--- config.mk ---
export PLATFORM = sky130hd
export DESIGN_NAME = seq_bin2bcd_flat
export DESIGN_NICKNAME = d
export VERILOG_FILES = /design/src/rtl/seq_bin2bcd_pkg.sv /design/src/rtl/seq_bin2bcd_if.sv /design/src/rtl/seq_bin2bcd_dabble_digit.sv /design/src/rtl/seq_bin2bcd.sv /design/src/flat_wrapper.sv
export SDC_FILE = /design/constraint.sdc
export NUM_CORES = 1
export LEC_CHECK = 0
export BUFFER_PORTS_ARGS = -buffer_cell sky130_fd_sc_hd__buf_2
export CELL_PAD_IN_SITES_DETAIL_PLACEMENT = 1
export CELL_PAD_IN_SITES_GLOBAL_PLACEMENT = 2
export CORE_UTILIZATION = 35
export DETAILED_ROUTE_END_ITERATION = 8
export PLACE_DENSITY = 0.82
export SETUP_SLACK_MARGIN = 0.2
export SKIP_LAST_GASP = 1
export SLEW_MARGIN = 10
export SYNTH_ARGS = -nofsm -noshare
export SYNTH_HDL_FRONTEND = slang
export SYNTH_SLANG_ARGS = --single-unit
--- constraint.sdc ---
create_clock -name CLOCK_50 -period 1.8 [get_ports CLOCK_50]
set_clock_uncertainty 0.1 [all_clocks]
set_input_delay 0.09 -clock CLOCK_50 [delete_from_list [all_inputs] [get_ports CLOCK_50]]
set_output_delay 0.09 -clock CLOCK_50 [all_outputs]
set_load 0.01 [all_outputs]
--- src/rtl/seq_bin2bcd_pkg.sv ---
// seq_bin2bcd_pkg
//   Shared definitions for the iterative binary-to-BCD converter:
//   FSM state encoding, BCD digit width, digit count and default input width.
package seq_bin2bcd_pkg;

    typedef enum logic [1:0] {
        ST_IDLE  = 2'd0,
        ST_SHIFT = 2'd1,
        ST_DONE  = 2'd2
    } state_t;

    localparam int BCD_W         = 4;
    localparam int DIGITS        = 3;
    localparam int DEFAULT_WIDTH = 8;

endpackage : seq_bin2bcd_pkg

--- src/rtl/seq_bin2bcd_if.sv ---
// seq_bin2bcd_if
//   Request/result bundle between a requester (master) and the converter
//   (slave).
//
//   Handshake: the master raises start with bin valid. The request is taken
//   on a rising clock edge where the converter is idle (busy=0 and not in
//   its result cycle). Requests made while busy are dropped, not queued.
//   done pulses for exactly one cycle when ONES/TENS/HUNDREDS carry a new
//   result; the digits then hold until the next done. busy and done are
//   never high together.
//
//   Signals:
//     start     master->slave  conversion request
//     bin       master->slave  binary value, sampled with an accepted start
//     busy      slave->master  conversion in progress
//     done      slave->master  one-cycle result-valid pulse
//     ONES      slave->master  BCD units digit
//     TENS      slave->master  BCD tens digit
//     HUNDREDS  slave->master  BCD hundreds digit
//     state_dbg slave->master  current FSM state, for observation only
interface seq_bin2bcd_if
    import seq_bin2bcd_pkg::*;
#(
    parameter int WIDTH = DEFAULT_WIDTH
);
    logic             start;
    logic [WIDTH-1:0] bin;
    logic             busy;
    logic             done;
    logic [BCD_W-1:0] ONES;
    logic [BCD_W-1:0] TENS;
    logic [BCD_W-1:0] HUNDREDS;
    state_t           state_dbg;

    modport master (
        output start, bin,
        input  busy, done, ONES, TENS, HUNDREDS, state_dbg
    );

    modport slave (
        input  start, bin,
        output busy, done, ONES, TENS, HUNDREDS, state_dbg
    );
endinterface : seq_bin2bcd_if

--- src/rtl/seq_bin2bcd_dabble_digit.sv ---
// dabble_digit
//   Double-dabble correction for one BCD digit: adds 3 when the digit is 5
//   or more, so the following left shift carries into the next digit.
//   Ports:
//     din   4-bit scratch digit (0..9 in normal operation)
//     dout  corrected digit
//   Codes 10..15 cannot occur in a running conversion; they map to 0 so the
//   output stays a legal BCD code no matter what.
module dabble_digit
    import seq_bin2bcd_pkg::*;
(
    input  logic [BCD_W-1:0] din,
    output logic [BCD_W-1:0] dout
);

    always_comb begin
        dout = din;
        if (din >= 4'd10) begin
            dout = '0;
        end else if (din >= 4'd5) begin
            dout = din + 4'd3;
        end
    end

endmodule : dabble_digit

--- src/rtl/seq_bin2bcd.sv ---
// seq_bin2bcd
//   Iterative (double-dabble) binary-to-BCD converter. Captures a WIDTH-bit
//   value on an accepted start, shifts one bit per clock for WIDTH cycles,
//   then publishes registered ONES/TENS/HUNDREDS together with a one-cycle
//   done pulse. The previous result stays on the outputs until then.
//   Ports:
//     CLOCK_50  system clock, rising edge
//     rst_n     asynchronous active-low reset
//     bus       slave side of seq_bin2bcd_if (start/bin in; busy/done/
//               digits/state_dbg out)
//   Timing: start accepted at edge N -> busy during cycles N+1..N+WIDTH ->
//   digits and done updated at edge N+WIDTH+1. One conversion every
//   WIDTH+2 cycles with start held high.
module seq_bin2bcd
    import seq_bin2bcd_pkg::*;
#(
    parameter int WIDTH = DEFAULT_WIDTH
)(
    input  logic            CLOCK_50,
    input  logic            rst_n,
    seq_bin2bcd_if.slave    bus
);

    localparam int CNT_W = $clog2(WIDTH + 1);
    localparam int DIG_W = DIGITS * BCD_W;
    localparam int CAT_W = DIG_W + WIDTH;

    state_t           state, state_n;
    logic [WIDTH-1:0] sr, sr_n;
    logic [DIG_W-1:0] dig, dig_n, dig_fix;
    logic [CNT_W-1:0] cnt, cnt_n;
    logic [CAT_W-1:0] shifted;

    logic [BCD_W-1:0] ones_r, tens_r, hund_r;
    logic             done_r;

    for (genvar g = 0; g < DIGITS; g++) begin : g_dabble
        dabble_digit u_dabble (
            .din  (dig[g*BCD_W +: BCD_W]),
            .dout (dig_fix[g*BCD_W +: BCD_W])
        );
    end

    // Correction happens before the shift; the shift register MSB moves
    // into units bit 0 as part of the same concatenated shift.
    assign shifted = {dig_fix, sr} << 1;

    always_ff @(posedge CLOCK_50 or negedge rst_n) begin
        if (!rst_n) begin
            state  <= ST_IDLE;
            sr     <= '0;
            dig    <= '0;
            cnt    <= '0;
            ones_r <= '0;
            tens_r <= '0;
            hund_r <= '0;
            done_r <= 1'b0;
        end else begin
            state  <= state_n;
            sr     <= sr_n;
            dig    <= dig_n;
            cnt    <= cnt_n;
            // The result cycle registers digits and done together, so both
            // appear on the same edge and done lands in the following IDLE.
            done_r <= (state == ST_DONE);
            if (state == ST_DONE) begin
                ones_r <= dig[0*BCD_W +: BCD_W];
                tens_r <= dig[1*BCD_W +: BCD_W];
                hund_r <= dig[2*BCD_W +: BCD_W];
            end
        end
    end

    always_comb begin
        state_n = state;
        sr_n    = sr;
        dig_n   = dig;
        cnt_n   = cnt;
        case (state)
            ST_IDLE: begin
                if (bus.start) begin
                    sr_n    = bus.bin;
                    dig_n   = '0;
                    cnt_n   = CNT_W'(WIDTH);
                    state_n = ST_SHIFT;
                end
            end
            ST_SHIFT: begin
                dig_n = shifted[CAT_W-1:WIDTH];
                sr_n  = shifted[WIDTH-1:0];
                cnt_n = cnt - CNT_W'(1);
                if (cnt == CNT_W'(1)) begin
                    state_n = ST_DONE;
                end
            end
            ST_DONE: begin
                state_n = ST_IDLE;
            end
            default: begin
                state_n = ST_IDLE;
            end
        endcase
    end

    assign bus.busy      = (state == ST_SHIFT);
    assign bus.done      = done_r;
    assign bus.ONES      = ones_r;
    assign bus.TENS      = tens_r;
    assign bus.HUNDREDS  = hund_r;
    assign bus.state_dbg = state;

endmodule : seq_bin2bcd

--- src/flat_wrapper.sv ---
// flat-port wrapper written by rule: the top's interface ports become plain ports
module seq_bin2bcd_flat import seq_bin2bcd_pkg::*;
#(
    parameter int WIDTH = DEFAULT_WIDTH
)
  (CLOCK_50, rst_n, bus_start, bus_bin, bus_busy, bus_done, bus_ONES, bus_TENS, bus_HUNDREDS, bus_state_dbg);
  seq_bin2bcd_if #(.WIDTH(WIDTH)) bus_i ();
  input  logic CLOCK_50;
  input  logic rst_n;
  input wire logic [$bits(bus_i.start)-1:0] bus_start;
  input wire logic [$bits(bus_i.bin)-1:0] bus_bin;
  output wire logic [$bits(bus_i.busy)-1:0] bus_busy;
  output wire logic [$bits(bus_i.done)-1:0] bus_done;
  output wire logic [$bits(bus_i.ONES)-1:0] bus_ONES;
  output wire logic [$bits(bus_i.TENS)-1:0] bus_TENS;
  output wire logic [$bits(bus_i.HUNDREDS)-1:0] bus_HUNDREDS;
  output wire logic [$bits(bus_i.state_dbg)-1:0] bus_state_dbg;
  assign bus_i.start = bus_start;
  assign bus_i.bin = bus_bin;
  assign bus_busy = bus_i.busy;
  assign bus_done = bus_i.done;
  assign bus_ONES = bus_i.ONES;
  assign bus_TENS = bus_i.TENS;
  assign bus_HUNDREDS = bus_i.HUNDREDS;
  assign bus_state_dbg = bus_i.state_dbg;
  seq_bin2bcd #(.WIDTH(WIDTH)) u_core (.CLOCK_50(CLOCK_50), .rst_n(rst_n), .bus(bus_i));
endmodule
==> flow_summary.yaml <==
status:
  status: "completed"
sta:
  hold_viol_final: 0
  rsz0062_at_grt: "true"
  setup_violations: 0
  timing.final.crit_period_ns: 1.64
  setup_ws_ns: 0.160
  tightest_slew_ns: 0.369
  slew-limit-headroom_pct: 75.4
  holdWs_ns: 0.142
  fin_crit_sh_pct: 91.1
  final-max-slew-violation-count: 0
  setup_tns_ns: 0
  fmax_mhz: 610
detailed_routing:
  vias: 1602
  wire_per_inst_um: 15.9
  initialDrtViolationCount: 56
  avgViaCountPerCell: 5.07
  dr.pass1.iters: 4
  post-route-drc-count: 0
  routed_wl_um: 5010
  final_antenna_net_count: 0
clock_network:
  cts_sinks: 39
  htree_levels: 2
  clk_pin_slew_worst_paths_ns: 0.07
  cts_tree: "yes"
  clk_latency_ns: 0.29
  numCtsBuffers: 5
  cts.root.buffer_cell: "clkbuf_8"
  clockBufferDepth: 2
floorplan:
  io_pins: 27
  start_util_pct: 37.1
  num_rows: 26
  die_y_um: 76.5
  coreArea_um2: 5240
  die_area_um2: 5860
  die_w_um: 76.5
place:
  gp_congestion: 0.813
  dp_hpwl_um: 2970
  portBuffers: 26
  pre_cts_ws_ns: 0.0148
synth:
  synth_ff_type: "dfrtp_1"
  yosysMostFrequentCell: "dfrtp_1"
  yosys-top-cells-area: "dfrtp_1, ha_1, mux2_1, nand2_1, o21ai_1"
  synth_edf_count: 0
  syn_area_um2: 1940
  ys_seq_elements: 39
  synth_async_sr_flop_share_pct: 100
  syn_area_per_cell_um2: 10.4
  yosys-top-cells-count: "dfrtp_1, nand2_1, o21ai_1"
  synth_fp_nets: 209
  synth.distinct_cells: 33
  ys_seq_area_share_pct: 50.2
  yosysWarnings: 0
  synth_top_area_share_pct: 50.2
  syn_inst: 187
  yosysTopAreaCell: "dfrtp_1"
setup_path:
  crit_arrival_ns: 1.77
  crit_fanout: 5
  crit_type: "flip-flop to flip-flop"
  required_ns: 1.93
  cp-startpoint: "u_core.dig[5]$_DFFE_PN0P_"
  cp-end-kind: "flip-flop"
  worstReg2RegStart: "u_core.dig[5]$_DFFE_PN0P_"
  start_kind: "flip-flop"
worst_hold_path:
  hold_path.class: "input pin to flip-flop"
  hold_start: "bus_start"
pwr:
  peakVddDrop_mv: 0.815
  p_leak_uw: 0.00127
  power_uw: 4580
  powerDensity_nw_per_um2: 1740
global_routing:
  grt.total_usage_pct: 16.6
  antenna_found_initial: 0
  grt_max_degree: 40
  grt_pass1_vias: 1602
  gr-total-overflow: 0
  grt_pass1_wl_um: 7760
layout:
  post-route-util_pct: 50.2
  syn_to_final_growth_pct: 35.2
  nets: 269
  drive_above_1_share_pct: 39.4
  diodes: 0
job:
  maxCapViolCount: 0
[logic make-up after synthesis]
| logic type | count (synthesis) | synth area share, % |
|---|---|---|
| adders and majority gates | 11 | 7.08 |
| AOI/OAI and AO/OA | 55 | 17.8 |
| muxes | 10 | 5.79 |
| DFF | 39 | 50.2 |
| buffers and inverters | 18 | 5.15 |
| and+or+nand+nor | 54 | 14.0 |
[state kept, by name, summed over array words and instances (netlist names)]
signal                flops
u_core.bus.state_dbg      2
u_core.cnt                4
u_core.dig               12
u_core.bus.done           1
u_core.bus.HUNDREDS       4
u_core.bus.ONES           4
u_core.bus.TENS           4
u_core.sr                 8
[per-stage QoR]
step           instances  cell area [µm²]
5_1_grt              316             2630
3_5_place_dp         285             2190
4_1_cts              306             2410
6_report             316             2630
3_3_place_gp         285             2190
2_1_floorplan        187             1950
[power by group]
group          total [µW]  leakage [µW]  internal (µW)  switching (µW)
Combinational        2450      0.000731           1220            1230
Sequential           1560      0.000505           1220             341
Clock                 566     0.0000371            259             307
[final timing paths]
check | end | slack, ns | cells past startpoint
worst max register to register | u_core.dig[6]$_DFFE_PN0P_ | 0.16 | 6
worst min register to register | u_core.bus.HUNDREDS[1]$_DFFE_PN0P_ | 0.38 | 2
max in group asynchronous | u_core.dig[4]$_DFFE_PN0P_ | 1.21 | 3
worst max-delay path | u_core.dig[6]$_DFFE_PN0P_ | 0.16 | 6
min in group asynchronous | u_core.bus.HUNDREDS[0]$_DFFE_PN0P_ | 0.19 | 3
worst min-delay path | u_core.sr[5]$_DFFE_PN0P_ | 0.14 | 4
[placed cells by master (no fill, tap or decap), types with 6 or more instances in the layout]
| cell | instances |
|---|---|
| buf_4 | 25 |
| dfrtp_1 | 38 |
| a21oi_1 | 7 |
| buf_2 | 26 |
| dlygate4sd3_1 | 9 |
| o21ai_1 | 15 |
| inv_2 | 6 |
| mux2_1 | 6 |
| nand2_1 | 22 |
| nor2_1 | 6 |
| ha_1 | 6 |
[area by class of cell]
type	instances	area [µm²]
clock buffers	6	72.6
well taps	70	87.6
fillers	585	2610
multi-input cells	130	1020
inverters	10	40.0
flip-flops and latches	39	977
repair buffers	61	428
[what timing repair did]
action,CTS,global route
endpoints found under the hold margin,47,0
endpoints found under the setup margin,7,12
pin swaps,2,7
gates resized for setup,9,28
cloned,0,0
hold buffers,9,0
setup buffers,6,10
[critical path, stage by stage, from the launching register on]
cell and delay (ns):
dfrtp_1 0.44, inv_2 0.10, ha_4 0.17, nand2b_4 0.14, a21oi_4 0.18, mux2_4 0.32, o21ai_2 0.12
[routing by layer]
metal  wire (µm)  up-vias  global-route usage, %
li1            -      770                      -
met1        2380      803                   23.3
met2        2450       21                   25.2
met3         131        8                   4.19
met4          55        0                   5.00
met5           0        -                      0
Note: power is estimated with default switching activity, not from simulation.
